[src/rtl/vga_timing_pkg.sv]
// Shared timing constants for the pixel pipeline (VESA 800x600@60 Hz, 40 MHz pixel clock).
// Draw stages import this to pick up the visible-area limits instead of hard-coding them.
package vga_timing_pkg;

  localparam int CNT_W = 11;

  localparam int VGA_H_VISIBLE = 800;
  localparam int VGA_H_FP      = 40;
  localparam int VGA_H_SYNC    = 128;
  localparam int VGA_H_BP      = 88;
  localparam int VGA_V_VISIBLE = 600;
  localparam int VGA_V_FP      = 1;
  localparam int VGA_V_SYNC    = 4;
  localparam int VGA_V_BP      = 23;
  localparam bit VGA_SYNC_POL  = 1'b1;

  localparam int VGA_H_TOTAL = VGA_H_VISIBLE + VGA_H_FP + VGA_H_SYNC + VGA_H_BP;
  localparam int VGA_V_TOTAL = VGA_V_VISIBLE + VGA_V_FP + VGA_V_SYNC + VGA_V_BP;

  // True when cnt lies in the half-open window [lo, lo+len).
  function automatic logic in_window(input logic [CNT_W-1:0] cnt, input int lo, input int len);
    return (int'(cnt) >= lo) && (int'(cnt) < lo + len);
  endfunction

endpackage

[src/rtl/vga_timing.sv]
// Free-running horizontal/vertical counters with sync/blank decode. Every output is
// registered from the same next-count values, so all of them describe the same pixel.
module vga_timing
  import vga_timing_pkg::*;
#(
  parameter int H_VISIBLE = VGA_H_VISIBLE,
  parameter int H_FP      = VGA_H_FP,
  parameter int H_SYNC    = VGA_H_SYNC,
  parameter int H_BP      = VGA_H_BP,
  parameter int V_VISIBLE = VGA_V_VISIBLE,
  parameter int V_FP      = VGA_V_FP,
  parameter int V_SYNC    = VGA_V_SYNC,
  parameter int V_BP      = VGA_V_BP,
  parameter bit SYNC_POL  = VGA_SYNC_POL
) (
  input  logic             clk,
  input  logic             rst,
  output logic [CNT_W-1:0] hcount,
  output logic [CNT_W-1:0] vcount,
  output logic             hsync,
  output logic             hblnk,
  output logic             vsync,
  output logic             vblnk,
  output logic             frame_start,
  output logic             line_start
);

  localparam int H_TOTAL = H_VISIBLE + H_FP + H_SYNC + H_BP;
  localparam int V_TOTAL = V_VISIBLE + V_FP + V_SYNC + V_BP;
  localparam logic [CNT_W-1:0] H_LAST = CNT_W'(H_TOTAL - 1);
  localparam logic [CNT_W-1:0] V_LAST = CNT_W'(V_TOTAL - 1);

  if (H_TOTAL > (1 << CNT_W) || V_TOTAL > (1 << CNT_W)) begin : g_range_chk
    $error("vga_timing: line or frame total exceeds counter range");
  end

  logic [CNT_W-1:0] hcount_nxt;
  logic [CNT_W-1:0] vcount_nxt;
  logic             hsync_nxt;
  logic             hblnk_nxt;
  logic             vsync_nxt;
  logic             vblnk_nxt;
  logic             line_start_nxt;
  logic             frame_start_nxt;

  always_comb begin
    hcount_nxt = hcount + 1'b1;
    vcount_nxt = vcount;
    if (hcount == H_LAST) begin
      hcount_nxt = '0;
      vcount_nxt = (vcount == V_LAST) ? '0 : vcount + 1'b1;
    end
  end

  // Decode from the next counts so the registered flags line up with the registered counts.
  always_comb begin
    hblnk_nxt       = int'(hcount_nxt) >= H_VISIBLE;
    vblnk_nxt       = int'(vcount_nxt) >= V_VISIBLE;
    hsync_nxt       = in_window(hcount_nxt, H_VISIBLE + H_FP, H_SYNC) ? SYNC_POL : ~SYNC_POL;
    vsync_nxt       = in_window(vcount_nxt, V_VISIBLE + V_FP, V_SYNC) ? SYNC_POL : ~SYNC_POL;
    line_start_nxt  = (hcount_nxt == '0);
    frame_start_nxt = line_start_nxt && (vcount_nxt == '0);
  end

  // Reset parks the raster on pixel (0,0) with its flags decoded, so release continues at (1,0).
  always_ff @(posedge clk) begin
    if (rst) begin
      hcount      <= '0;
      vcount      <= '0;
      hblnk       <= 1'b0;
      vblnk       <= 1'b0;
      hsync       <= ~SYNC_POL;
      vsync       <= ~SYNC_POL;
      line_start  <= 1'b1;
      frame_start <= 1'b1;
    end else begin
      hcount      <= hcount_nxt;
      vcount      <= vcount_nxt;
      hblnk       <= hblnk_nxt;
      vblnk       <= vblnk_nxt;
      hsync       <= hsync_nxt;
      vsync       <= vsync_nxt;
      line_start  <= line_start_nxt;
      frame_start <= frame_start_nxt;
    end
  end

endmodule

[config.mk]
export PLATFORM = sky130hd
export DESIGN_NAME = vga_timing
export DESIGN_NICKNAME = d
export VERILOG_FILES = /design/src/rtl/vga_timing_pkg.sv /design/src/rtl/vga_timing.sv
export SDC_FILE = /design/constraint.sdc
export NUM_CORES = 1
export LEC_CHECK = 0
export BUFFER_PORTS_ARGS = -buffer_cell sky130_fd_sc_hd__clkbuf_2
export CELL_PAD_IN_SITES_DETAIL_PLACEMENT = 1
export CELL_PAD_IN_SITES_GLOBAL_PLACEMENT = 1
export CORE_MARGIN = 1.5
export CORE_UTILIZATION = 40
export DETAILED_ROUTE_END_ITERATION = 12
export GPL_ROUTABILITY_DRIVEN = 0
export GPL_TIMING_DRIVEN = 1
export PLACE_DENSITY = 0.81
export SLEW_MARGIN = 20
export SYNTH_ARGS = -nofsm -noshare
export SYNTH_HDL_FRONTEND = slang
export SYNTH_SLANG_ARGS = --single-unit
[constraint.sdc]
create_clock -name clk -period 3.38 [get_ports clk]
set_input_delay 0.507 -clock clk [delete_from_list [all_inputs] [get_ports clk]]
set_output_delay 0.507 -clock clk [all_outputs]
set_load 0.02 [all_outputs]
## Word level (Yosys, flattened, before mapping)

Index checks and enable logic that the tools add are counted.
W data, S select, Z words.

- Register bits after elaboration: 28
- Bits in latches: 0
- RAM bits: 0
- Bits in read-only memories: 0
- Output and inout port bits: 28
- Word-level logic and storage cells: 28
- Memories: 0

- $add $sub $neg: 2
- Multipliers: 0
- Divide/modulo/power cells: 0
- Order comparisons: 6
- Equality and inequality tests: 2
- Shift-type cells: 0
- Multiplexer cells: 5
- Bitwise gates (word level): 0
- Reduce and logical (&&, ||, !) cells: 5

Operators with widths:

| operator | number |
|---|---|
| $ge A11 B10 Y1 const B | 4 |
| $mux W11 | 3 |
| $add A11 B1 Y11 const B | 2 |
| $logic_not A11 Y1 | 2 |
| $lt A11 B10 Y1 const B | 2 |
| $eq A11 B10 Y1 const B | 1 |
| $eq A11 B11 Y1 const B | 1 |
| $logic_and A1 B1 Y1 | 3 |
| $mux W1 | 2 |

## Depth between registers and ports, before layout

Gate-level depths: netlist of the first run.

- Depth after elaboration: 6
- Depth in mapped cells: 9
- Mapped depth without buffers: 7

## Worst setup path after synthesis of the first run

Ideal clock, no wire load.

- Path type: flip-flop to flip-flop
- Start: reg hcount[0]
- End: reg vblnk
- Library setup time: 117 ps
- Arrival: 2218 ps
- Required time: 3263 ps
- Path slack: 1045 ps
- Cell stages (with the launch flop): 8
- Path through: dfxtp_1 -> ha_1 -> nand4_1 -> nor3_2 -> nand4_1 -> xnor2_1 -> a221o_2 -> o22a_1

- Cells in the longest elaborated chain, start to end: 3

RTL lines:

| element | line | text |
|---|---|---|
| start: declaration | vga_timing.sv:18 | `output logic [CNT_W-1:0] hcount,` |
| start signal: assignment | vga_timing.sv:77 | `hcount <= hcount_nxt;` |
| $eq A11 B11 Y1 | vga_timing.sv:49 | `if (hcount == H_LAST) begin` |
| $mux W11 | vga_timing.sv:49 |  |
| $ge A11 B10 Y1 | vga_timing.sv:58 | `vblnk_nxt = int'(vcount_nxt) >= V_VISIBLE;` |
| end signal: assignment | vga_timing.sv:80 | `vblnk <= vblnk_nxt;` |
| end: declaration | vga_timing.sv:23 | `output logic vblnk,` |

Every way passes these cells.
A chain may end at the register's enable or synchronous reset.

## Final worst setup path of the first run

- Start: reg hcount[0]
- End: reg frame_start

- Cells in the longest elaborated chain, start to end: 4
- Elaborated cells on any way between the ends: 7

RTL lines:

| element | line | text |
|---|---|---|
| $add A11 B1 Y11 / $eq A11 B11 Y1 (equally long branches) | vga_timing.sv:47, vga_timing.sv:49 |  |
| $mux W11 | vga_timing.sv:49 |  |
| $logic_not A11 Y1, on equally long branches | vga_timing.sv:61, vga_timing.sv:62 |  |
| $logic_and A1 B1 Y1 * | vga_timing.sv:62 | `frame_start_nxt = line_start_nxt && (vcount_nxt == '0);` |
| end signal: assignment | vga_timing.sv:84 | `frame_start <= frame_start_nxt;` |
| end: declaration | vga_timing.sv:24 | `output logic frame_start,` |

Every way passes the cells marked *; elsewhere a longest branch is shown, timed or not.

==> run metrics, run 1 <==
Initial DRC Count 83; commonest non-fill, non-tap cells in the layout clkbuf_2, dfxtp_1, nor2_1, nand2_1; drt via density around 5.7; final-report hold violation count 0; CTS tree done; Area Overhead vs Synth 11.7%; RSZ-0062 raised after global routing false; # H-tree levels 1; fraction of layout cells with a size suffix above 1 20.5%; EDFF count, synth 0; FP Rows 23; reg2reg setup slack 0.74 ns; nets@finish ~230; final setup TNS 0 ns; synthesized area 0.00169 mm²; cts hold-fix bufs 0; Max-Cap Viols 0; Worst Setup SP hcount[0]; Initial Utilization 42.0%; max-slew violations 0; DR pass1 iterations 4; status finished clean; P_leak ~0.68 nW; vias in the first global route between 1,000 and 1,500; Worst-Skew Late Latency ~0.28 ns; die area 0.00463 mm²; R2R Path End frame_start; first-pass GRT wire length around 7300 µm; Worst Skew 0.0102 ns; total design power slightly below 600 µW; Routed WL per cell around 16 µm; Top FF cell, synth dfxtp_1; slew margin rel. 67.3%; ant diodes 0; sequential fraction of the synthesis area 33.1%; I/O pin count 30; critical path arrival 2.84 ns; Critical R2R Launch hcount[0]; maximum vdd drop between 0.1 and 0.15 mV; maximum buffer depth of the clock tree 2; synthesized instance count roughly 210; pin count of the biggest net entering global routing 23; Synth Net Count 211; worst min path class reg -> reg; die height 68.1 µm; Worst setup SP type register; final wirelength ~4600 µm; end point of the critical path frame_start; Post-Syn Area per Cell approximately 8.2 µm²; WS Path Type reg -> reg; GRT overflow 0; total track usage roughly a fifth; Setup crit end kind register; port bufs 29; Die W slightly below 70 µm; count of cell types in the netlist between 50 and 60; number of synthesized register bits 28; worst path required time 3.58 ns; CTS clk-pin slew, worst paths 0.11 ns; # setup viols final 0; CTS root buf clkbuf_8; clock sinks 28; FFs w/ async S/R, synth 0%; initial antenna violation count 0; Warnings, synthesis 0; post-cts sizing count 0; Final Critical Period approximately 2.6 ns; PD cells between 300 and 400 mW/mm²; Post-DP HPWL roughly 3300 µm; crit-path max FO 7; total setup buffers inserted after CTS 0; Register-to-Register Path Depth 7; commonest non-fill, non-tap cell in the layout clkbuf_2; CTS Buf Count 3; Max Fclk 378 MHz; CORE AREA a little over 0.004 mm²; Worst-Margin Slew 0.490 ns; Residual DRC 0; DRT antenna net count 0; period utilization between 70% and 80%; routed vias ~1,600
worst min-delay path by stage:
stage | startpoint | to | slack (ns) | cells after the start
2_1_floorplan | vcount[8] | vcount[8] | 0.58 | 2
3_3_place_gp | hcount[0] | hcount[0] | 0.54 | 1
3_5_place_dp | vcount[8] | vcount[8] | 0.56 | 2
4_1_cts | vcount[8] | vcount[8] | 0.58 | 2
5_1_grt | vcount[8] | vcount[8] | 0.62 | 2
6_report | vcount[8] | vcount[8] | 0.57 | 2
final cells by class:
type / instances / area (µm²)
tap: 50 / 62.6
timing repair buffer: 30 / 153
multi-input combinational: 164 / 1050
fill: 512 / 2140
sequential: 28 / 561
inverter: 3 / 11.3
clock buffer: 4 / 55.1
flip-flops by register name, summed over array words and instances, names as in the netlist:
register     cells
line_start       1
hblnk            1
vblnk            1
frame_start      1
hcount          11
hsync            1
vsync            1
vcount          11
critical path, cell delays in order (launching register included):
cell	delay [ns]
dfxtp_1	0.46
ha_1	0.32
and4_1	0.38
nand4_1	0.29
nor2_1	0.32
mux2i_1	0.30
nand4_1	0.16
o41ai_2	0.33
report_power, final:
group | total, mW | internal (mW) | switching, mW
logic | 0.0226 | 0.00728 | 0.0153
clock network | 0.220 | 0.105 | 0.115
registers | 0.340 | 0.334 | 0.00592
cell usage after synthesis (2+ instances only):
cell type   n  area share (%)
nand2_1    17             3.8
nand4_1     7             2.6
and4_1      4             2.1
xor2_1      7             3.6
buf_2       3            0.89
o22ai_1     2            0.74
o21ai_0    13             3.8
a22oi_1     2            0.89
nor2b_1     2            0.74
xnor2_1    10             5.2
or4b_1      2             1.2
nor3_1      9             2.7
o22a_1      2             1.0
a21o_1      2            0.89
ha_1        2             1.5
clkbuf_1    4            0.89
a211oi_1    3             1.3
inv_1       3            0.67
or2_2       2            0.74
buf_6       2             1.3
nor2_1     27             6.0
nand3_1    13             3.8
mux2i_1     2             1.2
dfxtp_1    28              33
a31oi_1     2            0.74
and2_1      4             1.5
a21oi_1     8             2.4
stage by stage:
stage	worst slack, ns	cells	utilization (%)	area (µm²)	hold WS [ns]
2_1_floorplan	1.04	207	-	1690	0.581
3_3_place_gp	0.870	275	45.6	1840	0.537
4_1_cts	0.751	279	46.9	1890	0.577
6_report	0.738	279	46.9	1890	0.569
5_1_grt	0.566	279	46.9	1890	0.624
3_5_place_dp	0.828	275	45.6	1840	0.562
layer usage:
layer | vias to the layer above | GRT usage (%) | wire length [µm]
li1 | 794 | - | -
met1 | 759 | 31.0 | 2390
met2 | 36 | 31.1 | 1930
met3 | 4 | 2.14 | 195
met4 | 0 | 6.00 | 48
met5 | - | 0 | 0
kinds of logic after synthesis:
group	count (synthesis)	share of synthesized area (%)
buf+inv	15	4.95
fa+ha+maj	2	1.48
simple gates	101	33.9
xor+xnor	17	8.80
mux	3	1.85
compound gates	41	16.0
flops	28	33.1
Power figures use the tool's default switching activity.
==> run 2: changes to the inputs <==
--- a/config.mk
+++ b/config.mk
@@ -9,11 +9,11 @@
 export CELL_PAD_IN_SITES_DETAIL_PLACEMENT = 1
 export CELL_PAD_IN_SITES_GLOBAL_PLACEMENT = 1
 export CORE_MARGIN = 1.5
-export CORE_UTILIZATION = 40
+export CORE_UTILIZATION = 37
 export DETAILED_ROUTE_END_ITERATION = 12
 export GPL_ROUTABILITY_DRIVEN = 0
 export GPL_TIMING_DRIVEN = 1
-export PLACE_DENSITY = 0.81
+export PLACE_DENSITY = 0.79
 export SLEW_MARGIN = 20
 export SYNTH_ARGS = -nofsm -noshare
 export SYNTH_HDL_FRONTEND = slang
==> constraint.sdc (replaced) <==
create_clock -name clk -period 2.21 [get_ports clk]
set_input_delay 0.3315 -clock clk [delete_from_list [all_inputs] [get_ports clk]]
set_output_delay 0.3315 -clock clk [all_outputs]
set_load 0.02 [all_outputs]
==> run 2 against run 1 <==
Against the previous run: the flow now finishes with violations (negative setup slack); fmax grew 19%; utilization up 4.6 points; routed wire length up 19%; sequential power is 51% higher; global-route usage increased by 0.96 points; via count is 13% higher; combinational power grew 140%; non-clock buffer count is 41 higher; final cell count up 15%; die area rose by 7.7%; final area is 20% higher; clock skew down 0.0078 ns; critical path type unchanged; highest routed layer unchanged.
==> run metrics, run 2 (synthesized netlist as in run 1, its figures left out) <==
P_leak roughly 0.9 nW; Die W approximately 71 µm; Max-Cap Viols 0; Register-to-Register Path Depth 6; FP Rows 24; Worst-Margin Slew roughly 0.37 ns; RSZ-0062 raised after global routing true; worst path required time ~2.4 ns; commonest non-fill, non-tap cells in the layout buf_4, clkbuf_2, nor2_1, dfxtp_1, nand2_1; largest stage delay on the critical path approximately 0.56 ns; maximum buffer depth of the clock tree 2; routed vias between 1,500 and 2,000; P_sw between 150 and 200 µW; cell with the largest stage delay on the worst path or4b_4; # setup viols final 1; Comb pwr share 6.3%; DRT antenna net count 0; vias in the first global route roughly 1,800; period utilization 100%; Post-DP HPWL 4070 µm; violated checks negative setup slack; die area ~0.005 mm²; CTS tree done; final wirelength 5430 µm; clock sinks 28; Initial DRC Count 80; sequential share of power around three fifths; Final Hold Slack about 0.33 ns; total design power ~850 µW; critical path buffer and inverter count 0; Worst-Skew Late Latency ~0.27 ns; I/O pin count 30; initial antenna violation count 0; final-report hold violation count 0; first-pass GRT wire length 8740 µm; drt via density 5.61; Max Fclk approximately 450 MHz; R2R Path End vblnk; CTS clk-pin slew, worst paths about 0.090 ns; CTS root buf clkbuf_8; crit-path max FO 3; Residual DRC 0; worst min path class in -> reg; Fill cells ~560; Largest regs hcount: 11 flops, vcount: 11 flops; WS Path Type reg -> reg; setup slack after layout -0.00265 ns; delay-heaviest family, CP simple AND/OR/NAND/NOR gates; slew margin rel. roughly 75%; # H-tree levels 1; Clock power frac between 30% and 40%; Cell Chain, Critical Path or4b_4 -> nor3_4 -> nand4_1 -> xnor2_1 -> a221o_2 -> o22a_1; CTS Buf Count 3; die height just over 70 µm; total track usage between 20% and 30%; Setup crit end kind register; status finished with violations; fraction of layout cells with a size suffix above 1 roughly 40%; GRT overflow 0; commonest non-fill, non-tap cell in the layout buf_4; internal power 654 µW; Worst setup SP type register; cts hold-fix bufs 0; Initial Utilization approximately two fifths; Routed WL per cell roughly 17 µm; Worst Skew 0.00242 ns; nets@finish around 280; DR pass1 iterations 4; critical path arrival roughly 2.4 ns; maximum vdd drop between 0.2 and 0.25 mV; Worst Hold End frame_start; CORE AREA 0.00438 mm²; ant diodes 0; Critical R2R Launch hcount[5]; PD cells ~370 mW/mm²; max-slew violations 0; pin count of the biggest net entering global routing 22; Final Critical Period 2.21 ns; hold path depth 3; sw frac ~23%; port bufs 29; reg2reg setup slack -0.003 ns; Area Overhead vs Synth 33.6%; hold_sp rst
==> run 2: cell count changes in the layout (fill, tap and decap cells not counted), moves of 2 or more <==
| cell | delta |
|---|---|
| mux2i_2 | +2 |
| dfxtp_1 | -9 |
| mux2i_1 | -2 |
| ha_2 | +2 |
| buf_4 | +40 |
| nor3_2 | +2 |
| ha_1 | -2 |
| nor3_1 | -3 |
| dfxtp_2 | +9 |
==> run 2: per-stage QoR <==
step | setup WS [ns] | TNS [ns] | std cells | area [µm²] | util (%)
floorplan | -0.00499 | -0.00499 | 207 | 1710 | -
global placement | 0.0285 | 0 | 314 | 2130 | 48.6
detailed placement | -0.0336 | -0.0336 | 314 | 2130 | 48.6
CTS | 0.00765 | 0 | 317 | 2190 | 49.9
global route | -0.0980 | -0.197 | 321 | 2260 | 51.6
finish | -0.00265 | -0.00265 | 321 | 2260 | 51.6
==> run 2: worst max path at each step <==
stage	start	endpoint	slack (ns)	cells after the start
3_5_place_dp	hcount[0]	vsync	-0.03	8
4_1_cts	vcount[2]	vsync	0.008	6
6_report	hcount[5]	vblnk	-0.003	6
2_1_floorplan	hcount[8]	vblnk	-0.005	6
5_1_grt	hcount[5]	frame_start	-0.1	6
3_3_place_gp	vcount[2]	vsync	0.03	6
==> run 2: repair_timing <==
item	in CTS	in global routing
setup buffers	0	4
resized for setup	3	15
pin swaps	0	9
endpoints found under the setup margin	2	3
==> run 2: power groups by stage <==
stage / Sequential (mW) / Clock [mW] / Combinational, mW
2_1_floorplan: 0.537 / 0 / 0.0177
3_3_place_gp: 0.526 / 0 / 0.0520
3_5_place_dp: 0.527 / 0 / 0.0534
4_1_cts: 0.515 / 0.287 / 0.0540
5_1_grt: 0.516 / 0.302 / 0.0575
6_report: 0.515 / 0.277 / 0.0532
==> run 2: worst min-delay path, cell delays in order <==
cell,delay [ns]
clkbuf_2,0.09
inv_1,0.09
o41ai_2,0.06
==> run 2: layer usage <==
metal	routed length (µm)	vias up	share of wire [%]	track usage, %
li1	-	877	-	-
met2	2630	47	48	34.8
met4	63	0	1.2	5.66
met1	2470	872	46	31.0
met5	0	-	0	0
met3	266	6	4.9	2.56
==> run 2: layout make-up <==
cell class / instances / area (µm²) / share of cell area [%]
multi-input combinational: 164 / 1110 / 49.0
sequential: 28 / 572 / 25.3
timing repair buffer: 71 / 464 / 20.5
tap: 52 / 65.1 / 2.88
clock buffer: 3 / 41.3 / 1.83
inverter: 3 / 11.3 / 0.498
